--- config.mk ---
export PLATFORM = sky130hd
export DESIGN_NAME = seq_detector_n
export DESIGN_NICKNAME = d
export VERILOG_FILES = /design/src/rtl/seq_detector_n.sv
export SDC_FILE = /design/constraint.sdc
export NUM_CORES = 1
export LEC_CHECK = 0
export ABC_CLOCK_PERIOD_IN_PS = 1700
export BUFFER_PORTS_ARGS = -buffer_cell sky130_fd_sc_hd__buf_2
export CAP_MARGIN = 15
export CORE_AREA = 2 2 39 41
export CTS_CLUSTER_DIAMETER = 120
export CTS_CLUSTER_SIZE = 14
export DETAILED_ROUTE_END_ITERATION = 8
export DIE_AREA = 0 0 41 43
export HOLD_SLACK_MARGIN = 0.1
export PLACE_DENSITY_LB_ADDON = 0.08
export SYNTH_ARGS = -nofsm -noshare
export SYNTH_HDL_FRONTEND = slang
export SYNTH_SLANG_ARGS = --single-unit
--- constraint.sdc ---
create_clock -name clk -period 1.7 [get_ports clk]
set_clock_uncertainty 0.2 [all_clocks]
set_input_delay 0.085 -clock clk [delete_from_list [all_inputs] [get_ports clk]]
set_output_delay 0.085 -clock clk [all_outputs]
set_load 0.02 [all_outputs]
--- src/rtl/seq_detector_n.sv ---
// Serial pattern detector: flags when the last N accepted bits equal PATTERN (Mealy + Moore flags).
// Optional saturating match counter is built only when SEQDET_MATCH_COUNT_EN is defined.
module seq_detector_n #(
    parameter int             N       = 4,
    parameter logic [N-1:0]   PATTERN = 4'b1101,
    parameter bit             OVERLAP = 1'b1,
    parameter int             CNT_W   = 8
) (
    input  logic             clk,
    input  logic             reset,
    input  logic             x,
    input  logic             en,
    output logic             mealy,
    output logic             moore,
    output logic [CNT_W-1:0] match_cnt
);

    localparam int FW = $clog2(N);
    localparam logic [FW-1:0] FILL_FULL = FW'(N - 1);

    logic [N-2:0]  r_hist;
    logic [FW-1:0] r_fill;
    logic          r_moore;

    logic [N-1:0]  w_cand;
    logic          w_full;
    logic          w_hit;

    assign w_cand = {r_hist, x};
    // Fill gating keeps the cleared history from counting as genuine bits.
    assign w_full = (r_fill == FILL_FULL);
    assign w_hit  = en & ~reset & w_full & (w_cand == PATTERN);

    assign mealy = w_hit;
    assign moore = r_moore;

    always_ff @(posedge clk) begin
        if (reset) begin
            r_hist  <= '0;
            r_fill  <= '0;
            r_moore <= 1'b0;
        end else if (en) begin
            r_moore <= w_hit;
            if (w_hit && !OVERLAP) begin
                r_hist <= '0;
                r_fill <= '0;
            end else begin
                r_hist <= w_cand[N-2:0];
                if (!w_full) begin
                    r_fill <= r_fill + 1'b1;
                end
            end
        end else begin
            r_moore <= 1'b0;
        end
    end

`ifdef SEQDET_MATCH_COUNT_EN
    logic [CNT_W-1:0] r_cnt;

    always_ff @(posedge clk) begin
        if (reset) begin
            r_cnt <= '0;
        end else if (w_hit && (r_cnt != {CNT_W{1'b1}})) begin
            r_cnt <= r_cnt + 1'b1;
        end
    end

    assign match_cnt = r_cnt;
`else
    assign match_cnt = '0;
`endif

endmodule

# After elaboration in Yosys (flattened, before gate mapping)
# Cells that the tools add are included.
[totals] in_bits=4 out_inout_bits=10 wordCells=14 register_bits=6
[classes] reduce_logical=2 eq_ne=2 n_addsub=1 n_bitwise=6
[op_table] operator="== test 4 bit (second input constant)" count=1
[op_table] operator="bitwise AND 1 bit" count=3
[op_table] operator="inverter 1 bit" count=3
[op_table] operator="adder 2 x 1 -> 2 bit (second input constant)" count=1
[op_table] operator="== test 2 bit (second input constant)" count=1
[op_table] operator="AND reduction 2 bit" count=1
[op_table] operator="OR reduction 2 bit" count=1

# Depth between registers and ports, before layout
# Gate-level depths: netlist (run 1).
[depth] ltp_word=4 depth_mapped=3 mapped_depth_nobuf=3

# Worst setup path before layout (run 1)
# No wires, ideal clock.
[synth_timing] path_kind="reg2out" from="register r_fill[1]" to="output port mealy" t_required_ps=1415 n_path_buf=0 stages_incl_launch_ff=4 path_slack_ps=327 arrival_time_ps=1088 path_cell_list="dfxtp_1 -> ha_1 -> nor4bb_1 -> and4_1"
[synth_between] elab_chain_cells=3
[synth_rtl] item="from (decl)" line="22" source="logic [FW-1:0] r_fill;"
[synth_rtl] item="from (signal assigned)" line="50" source="r_fill <= r_fill + 1'b1;"
[synth_rtl] item="== test 2 bit" line="31" source="assign w_full = (r_fill == FILL_FULL);"
[synth_rtl] item="bitwise AND 1 bit (2 in a row)" line="32" source="assign w_hit = en & ~reset & w_full & (w_cand == PATTERN);"
[synth_rtl] item="to (decl)" line="13" source="output logic mealy,"
# Every way passes these cells.

==> flow_metrics.env, run 1 <==
export IMPL_status="completed"
export IMPL_vias=245
export IMPL_synth_most_common_cell="buf_4"
export IMPL_grt_pass1_vias=234
export IMPL_vias_per_cell=4.08
export IMPL_wirelength_um=626
export IMPL_avgSynthCellArea_um2=10.2
export IMPL_cts_root_buf="clkbuf_4"
export IMPL_pin_count=14
export IMPL_ys_flop_type="dfxtp_1"
export IMPL_final_nets=51
export IMPL_drive_gt1_share_pct=34.1
export IMPL_final_util_pct=31.4
export IMPL_max_freq_mhz=613
export IMPL_maxSlewViolCount=0
export IMPL_maxCapViolCount=0
export IMPL_grt_total_usage_pct=9.53
export IMPL_start_kind="input pin"
export IMPL_layout_cells_non_filler=60
export IMPL_fill_cells=153
export IMPL_ff2ff_path_depth=3
export IMPL_yosysSeqAreaShare_pct=35.7
export IMPL_synth_area_leaders="dfxtp_1 36%, buf_4 18%, mux2i_1 8.9%"
export IMPL_synth_top_cell_area_share_pct=35.7
export IMPL_place_inst=52
export IMPL_cts_hold_buffers=5
export IMPL_synth_seq_cells=6
export IMPL_path_class="input pin to register"
export IMPL_core_mm2=0.00138
export IMPL_fin_crit_ns=1.63
export IMPL_tritoncts="yes"
export IMPL_drt_iter0_markers=2
export IMPL_synthTopCellsByCount="8 x buf_4, 6 x dfxtp_1, 4 x nor2_1"
export IMPL_synth_edf_count=0
export IMPL_syn_area_um2=337
export IMPL_critical_path_required_ns=1.63
export IMPL_gp_congestion=0.568
export IMPL_yosysUniqueCellTypes=15
export IMPL_yosysWarnings=0
export IMPL_clk_pin_slew_ns=0.05
export IMPL_drt_first_pass_iters=2
export IMPL_drc_errors=0
export IMPL_yosys_area_top_type="dfxtp_1"
export IMPL_cts_max_level=1
export IMPL_cts_sinks=6
export IMPL_cts_setup_buffers=0
export IMPL_die_w_um=41
export IMPL_ant_nets=0
export IMPL_io_buffers=5
export IMPL_setup_violations=0
export IMPL_rsz0062_at_grt="true"
export IMPL_rows=14
export IMPL_clk_latency_ns=0.24
export IMPL_syn2layout_area_growth_pct=29.0
export IMPL_dpl_hpwl_um=465
export IMPL_fp_dieH_um=43
export IMPL_arrival_ns=1.56
export IMPL_grt_pass1_wl_um=1040
export IMPL_whs_path_depth=3
export IMPL_vdd_ir_drop_worst_uv=259
export IMPL_hold_violations=0
export IMPL_critPathCaptureType="register"
export IMPL_power_w=0.000347
export IMPL_overflow=0
export IMPL_initial_utilization_pct=24.3
export IMPL_wire_per_inst_um=10.4
export IMPL_grt_max_degree=8
export IMPL_period_share_pct=96.0
export IMPL_cts_buffer_depth=2
export IMPL_timing_hold_worst_class="input pin to register"
export IMPL_p_per_area_mw_per_mm2=798
export IMPL_async_flop_share_pct=0
export IMPL_insertedDiodeCount=0
export IMPL_synthCells=33
export IMPL_cp_max_fo=7
export IMPL_p_leak_nw=0.200
export IMPL_antenna_found_initial=0
export IMPL_die_area_mm2=0.00176
export IMPL_cts_buffers=3
[stage by stage]
step / hold WS, ns / area, um2 / setup TNS [ns] / setup slack (ns)
5_1_grt: 0.0673 / 434 / -0.0135 / -0.0135
4_1_cts: 0.0256 / 415 / 0 / 0.0237
6_report: 0.0611 / 434 / 0 / 0.0682
2_1_floorplan: -0.0426 / 363 / 0 / 0.327
3_3_place_gp: 0.151 / 337 / 0 / 0.236
3_5_place_dp: 0.148 / 337 / 0 / 0.193
[where the power goes]
part | internal [W] | switching, W
sequential | 0.000150 | 0.00000676
clock | 0.0000799 | 0.0000515
combinational | 0.0000277 | 0.0000313
[state kept, by name, indices dropped and copies added (netlist names)]
signal	count
r_hist	3
r_fill	2
moore	1
[routing by layer]
metal	track usage (%)	vias up	routed length (um)
met3	3.14	2	41
met5	0	-	0
met2	12.5	5	354
li1	-	119	-
met4	10.0	0	4
met1	10.9	119	226
[cells in the final DEF, fill, tap and decap left out]
cell type      Yosys  layout
dfxtp_1            6       4
conb_1             1       8
and2b_4            1       1
nor4bb_4           0       1
and4_1             2       2
mux2_4             1       1
nor2_1             4       4
nand2b_2           1       1
mux2i_1            3       3
nor2b_1            1       1
buf_2              0       3
dfxtp_2            0       2
dlygate4sd3_1      0       5
clkbuf_4           0       3
o21ai_0            1       1
ha_2               0       1
nand4bb_1          1       1
buf_4              8       2
[path summary, 6_finish.rpt]
path              from        end  slack (ns)
max reg2reg  r_hist[0]  r_hist[1]        0.30
min reg2reg  r_fill[1]  r_fill[1]        0.29
max                 en  r_hist[1]        0.07
min              reset      moore        0.06
[critical path, cell delays in order]
cell	delay [ns]
dlygate4sd3_1	0.53
buf_4	0.15
mux2i_1	0.19
nor2_1	0.05
dlygate4sd3_1	0.55
[cell type report]
type                       count  area [um2]  share of cell area (%)
clock buffer                   3        22.5                    5.19
tap                           16        20.0                    4.61
timing repair buffer          10        80.1                    18.4
multi-input combinational     25         189                    43.5
sequential                     6         123                    28.2
[cell families (layout without fill, tap and decap cells)]
family	count (synthesis)	count (layout)	synth area share, %
multiplexers	4	4	13.4
flip-flops	6	6	35.7
buffers and inverters	9	13	21.2
other	1	8	1.11
adder cells (fa/ha/maj)	1	1	3.72
AND/OR/NAND/NOR	11	11	23.4
AO/OA/AOI/OAI	1	1	1.49
[repair_timing]
item,in CTS,in global routing
endpoints found under the setup margin,1,3
pin swaps,1,1
resized for setup,1,7
hold endpoints to repair,6,1
No activity file was read; power rests on OpenSTA's default activity.
==> run 2: changes to the inputs <==
Settings changed: ABC_CLOCK_PERIOD_IN_PS 1700 to 1800.
Clock period 1.7 ns to 1.8 ns, I/O delays scaled along.
==> run 2 against run 1 <==
Largest power group unchanged; cell area fell by 1.2%; clock-buffer cell count did not move; clock power fell by 5%; critical path type is now input pin to primary output; first-iteration DRC count fell by 50%; largest cell class unchanged.
==> flow_metrics.env, run 2 (synthesized netlist as in run 1, its figures left out) <==
export IMPL_status="completed"
export IMPL_cp_slowest_stage_delay_ns=0.53
export IMPL_cp_max_fo=8
export IMPL_pin_count=14
export IMPL_drive_gt1_share_pct=34.1
export IMPL_pre_cts_ws_ns=0.288
export IMPL_ff2ff_path_depth=3
export IMPL_grt_pass1_wl_um=993
export IMPL_fill_cells=153
export IMPL_path_cells="dlygate4sd3_1 > buf_2 > nor4bb_4 > and4_1 > buf_2"
export IMPL_core_mm2=0.00138
export IMPL_wirelength_um=638
export IMPL_vdd_ir_drop_worst_uv=245
export IMPL_crit_cells=5
export IMPL_p_per_area_mw_per_mm2=761
export IMPL_maxSlewViolCount=0
export IMPL_path_delay_family="buffers and inverters"
export IMPL_startpoint="reset"
export IMPL_dpl_hpwl_um=465
export IMPL_timing_hold_worst_class="register to register"
export IMPL_fin_crit_ns=1.75
export IMPL_initial_utilization_pct=24.3
export IMPL_grt_pass1_vias=232
export IMPL_whs_path_depth=2
export IMPL_die_w_um=41
export IMPL_reg2reg_setup_slack_ns=0.40
export IMPL_register_area_um2=123
export IMPL_insertedDiodeCount=0
export IMPL_wire_per_inst_um=10.6
export IMPL_clk_pin_slew_ns=0.04
export IMPL_die_area_mm2=0.00176
export IMPL_path_class="input pin to primary output"
export IMPL_timing_rr_start="r_hist[0]"
export IMPL_cts_sinks=6
export IMPL_overflow=0
export IMPL_cp_slowest_cell="dlygate4sd3_1"
export IMPL_hold_violations=0
export IMPL_setup_slack_ns=0.0501
export IMPL_cpMostUsedCell="buf_2"
export IMPL_arrival_ns=1.46
export IMPL_mostFrequentLayoutCells="8 x conb_1, 5 x dlygate4sd3_1, 5 x buf_2"
export IMPL_drt_iter0_markers=1
export IMPL_cts_root_buf="clkbuf_4"
export IMPL_setup_violations=0
export IMPL_syn2layout_area_growth_pct=27.5
export IMPL_timing_setup_tns_ns=0
export IMPL_ant_nets=0
export IMPL_p_leak_nw=0.200
export IMPL_grt_total_usage_pct=9.13
export IMPL_max_freq_mhz=571
export IMPL_final_common_cell="conb_1"
export IMPL_r2r_end="r_hist[1]"
export IMPL_vias=246
export IMPL_critPathCapture="mealy"
export IMPL_tritoncts="yes"
export IMPL_gp_congestion=0.568
export IMPL_cts_buffers=3
export IMPL_vias_per_cell=4.10
export IMPL_io_buffers=5
export IMPL_critPathCaptureType="primary output"
export IMPL_cts_buffer_depth=2
export IMPL_final_nets=51
export IMPL_placed_area_um2=337
export IMPL_start_kind="input pin"
export IMPL_design_area_um2=429
export IMPL_crit_buf_inv=3
export IMPL_cts_max_level=1
export IMPL_drc_errors=0
export IMPL_period_share_pct=97.2
export IMPL_drt_first_pass_iters=2
export IMPL_critical_path_required_ns=1.51
export IMPL_max_flop_register="r_hist"
export IMPL_maxCapViolCount=0
export IMPL_grt_max_degree=9
export IMPL_clk_latency_ns=0.24
export IMPL_fp_dieH_um=43
export IMPL_antenna_found_initial=0
export IMPL_multi_input_area_um2=189
export IMPL_rows=14
export IMPL_largest_reg_flops=3
==> run 2: cell counts in the layout (fill, tap and decap cells not counted) <==
Identical to the previous run, type by type.
==> run 2: layout make-up <==
| cell class | count | area share, % |
|---|---|---|
| clock buffers | 3 | 5.25 |
| multi-input cells | 25 | 44.0 |
| flip-flops and latches | 6 | 28.6 |
| well taps | 16 | 4.66 |
| repair buffers | 10 | 17.5 |
==> run 2: worst min-delay path by stage <==
stage                         start         to  slack [ns]
after global placement        reset  r_hist[2]        0.16
after floorplan               reset  r_hist[0]       -0.04
after CTS                 r_fill[1]  r_fill[1]        0.30
after global routing      r_fill[1]  r_fill[1]        0.30
final                     r_fill[1]  r_fill[1]        0.28
after detailed placement          x  r_hist[0]        0.15
==> run 2: timing repair <==
action,CTS,global route
endpoints found under the hold margin,6,0
resized for setup,0,5
setup endpoints to repair,0,1
buffers inserted,0,0
hold buffers,5,0
==> run 2: through the flow <==
stage	power, W	hold WS, ns	std cells	utilization [%]
final	0.000327	0.281	60	31.0
after global routing	0.000351	0.301	60	31.0
after CTS	0.000330	0.299	60	29.6
after detailed placement	0.000191	0.153	52	24.3
after global placement	0.000190	0.156	52	24.3
after floorplan	0.000197	-0.0376	40	-
==> run 2: tightest hold or removal path: stages (launching register included) <==
cell and delay [ns]:
dfxtp_2 0.32, nand2b_2 0.06, o21ai_0 0.06
==> run 2: per-layer routing <==
layer | share of wire, % | track usage (%) | vias up
met3 | 6.3 | 3.14 | 2
met4 | 0.63 | 10.0 | 0
met1 | 33 | 9.94 | 121
li1 | - | - | 118
met5 | 0 | 0 | -
met2 | 60 | 12.2 | 5
==> run 2: report_power, final <==
group,internal (W),leakage [nW],switching (W)
Clock,0.0000755,0.0138,0.0000489
Sequential,0.000141,0.0497,0.00000622
Combinational,0.0000254,0.136,0.0000294
==> run 3: changes to the inputs <==
Settings changed: CTS_BUF_LIST set to sky130_fd_sc_hd__clkbuf_8 sky130_fd_sc_hd__clkbuf_16.
==> run 3 against run 2 <==
Combinational power fell by 1%; largest cell class unchanged; sequential power barely moved; largest power group is now the clock network; die area did not move; fmax rose by 1.0%; first-iteration DRC count fell by 100%; critical endpoint unchanged; utilization rose by 1.3 points; via count fell by 2.0%; flip-flop and latch count did not move.
==> flow_metrics.env, run 3 (synthesized netlist as in run 1, its figures left out) <==
export IMPL_die_w_um=41
export IMPL_rows=14
export IMPL_max_flop_register="r_hist"
export IMPL_placed_area_um2=337
export IMPL_core_mm2=0.00138
export IMPL_critical_path_required_ns=1.51
export IMPL_p_seq_share_pct=37.0
export IMPL_drc_errors=0
export IMPL_mostFrequentLayoutCells="8 x conb_1, 5 x dlygate4sd3_1, 5 x buf_2, 5 x dfxtp_1, 4 x nor2_1"
export IMPL_drt_first_pass_iters=1
export IMPL_critPathCaptureType="primary output"
export IMPL_path_class="input pin to primary output"
export IMPL_vias=241
export IMPL_cts_max_level=1
export IMPL_status="completed"
export IMPL_wirelength_um=624
export IMPL_tritoncts="yes"
export IMPL_drt_iter0_markers=0
export IMPL_setup_violations=0
export IMPL_reg2reg_setup_slack_ns=0.43
export IMPL_drive_gt1_share_pct=31.8
export IMPL_grt_max_degree=9
export IMPL_overflow=0
export IMPL_setup_slack_ns=0.0677
export IMPL_insertedDiodeCount=0
export IMPL_vias_per_cell=4.02
export IMPL_design_area_um2=447
export IMPL_io_buffers=5
export IMPL_fill_cells=152
export IMPL_timing_hold_worst_class="register to register"
export IMPL_start_kind="input pin"
export IMPL_cts_root_buf="clkbuf_8"
export IMPL_arrival_ns=1.44
export IMPL_p_comb_share_pct=13.6
export IMPL_die_area_mm2=0.00176
export IMPL_grt_pass1_vias=247
export IMPL_antenna_found_initial=0
export IMPL_cts_sinks=6
export IMPL_hold_violations=0
export IMPL_clk_pin_slew_ns=0.03
export IMPL_gp_congestion=0.568
export IMPL_clk_latency_ns=0.22
export IMPL_final_nets=51
export IMPL_fp_dieH_um=43
export IMPL_max_freq_mhz=577
export IMPL_wire_per_inst_um=10.4
export IMPL_vdd_ir_drop_worst_uv=298
export IMPL_initial_utilization_pct=24.3
export IMPL_cts_setup_buffers=0
export IMPL_syn2layout_area_growth_pct=32.7
export IMPL_cts_buffers=3
export IMPL_fin_crit_ns=1.73
export IMPL_power_share_clock_pct=49.4
export IMPL_switching_share_pct=22.3
export IMPL_cell_internal_pwr_w=0.000309
export IMPL_final_common_cell="conb_1"
export IMPL_period_share_pct=96.2
export IMPL_p_switching_w=0.0000888
export IMPL_maxSlewViolCount=0
export IMPL_p_per_area_mw_per_mm2=891
export IMPL_ant_nets=0
export IMPL_pin_count=14
export IMPL_grt_pass1_wl_um=1010
export IMPL_p_leak_nw=0.207
export IMPL_cts_buffer_depth=2
export IMPL_maxCapViolCount=0
export IMPL_grt_total_usage_pct=9.43
export IMPL_largest_reg_flops=3
export IMPL_cp_max_fo=8
export IMPL_dpl_hpwl_um=465
export IMPL_pre_cts_ws_ns=0.288
## run 3: metrics by stage
step                      utilization (%)  cells  setup TNS [ns]  hold slack (ns)  power [W]
after floorplan                         -     40               0          -0.0376   0.000197
after global placement               24.3     52               0            0.156   0.000190
after detailed placement             24.3     52               0            0.153   0.000191
after CTS                            30.9     60               0            0.297   0.000406
after global routing                 32.3     60         -0.0160            0.299   0.000427
final                                32.3     60               0            0.280   0.000398
## run 3: worst paths after layout
path,from,end,cells after the start
setup / recovery,reset,mealy,5
hold / removal,r_fill[1],r_fill[1],2
setup reg to reg,r_hist[0],r_hist[0],3
hold reg to reg,r_fill[1],r_fill[1],2
## run 3: worst max-delay path, cell delays in order
cell and delay, ns:
dlygate4sd3_1 0.53, buf_2 0.18, nor4bb_4 0.27, and4_1 0.22, buf_2 0.16
## run 3: repair_timing
item / 4_1_cts / 5_1_grt
hold endpoints to repair: 6 / 0
resized for setup: 0 / 4
endpoints found under the setup margin: 0 / 1
hold buffers: 5 / 0
## run 3: cell type report
cell class,instances,area [um2],area share (%)
flip-flops and latches,6,121,27.2
well taps,16,20.0,4.48
repair buffers,10,75.1,16.8
clock buffers,3,41.3,9.24
multi-input cells,25,189,42.3
## run 3: power groups by stage
stage	clock [W]	combinational, W	sequential, W
finish	0.000197	0.0000541	0.000147
global route	0.000220	0.0000584	0.000148
CTS	0.000208	0.0000516	0.000146
detailed placement	0	0.0000434	0.000148
global placement	0	0.0000425	0.000147
floorplan	0	0.0000505	0.000146
## run 3: per-layer routing
metal  GRT usage (%)  vias up  share of wire, %
met5               0        -                 0
met4            10.0        0              0.64
met3            4.71        2               6.3
met2            13.1        5                59
met1            8.97      117                34
li1                -      117                 -
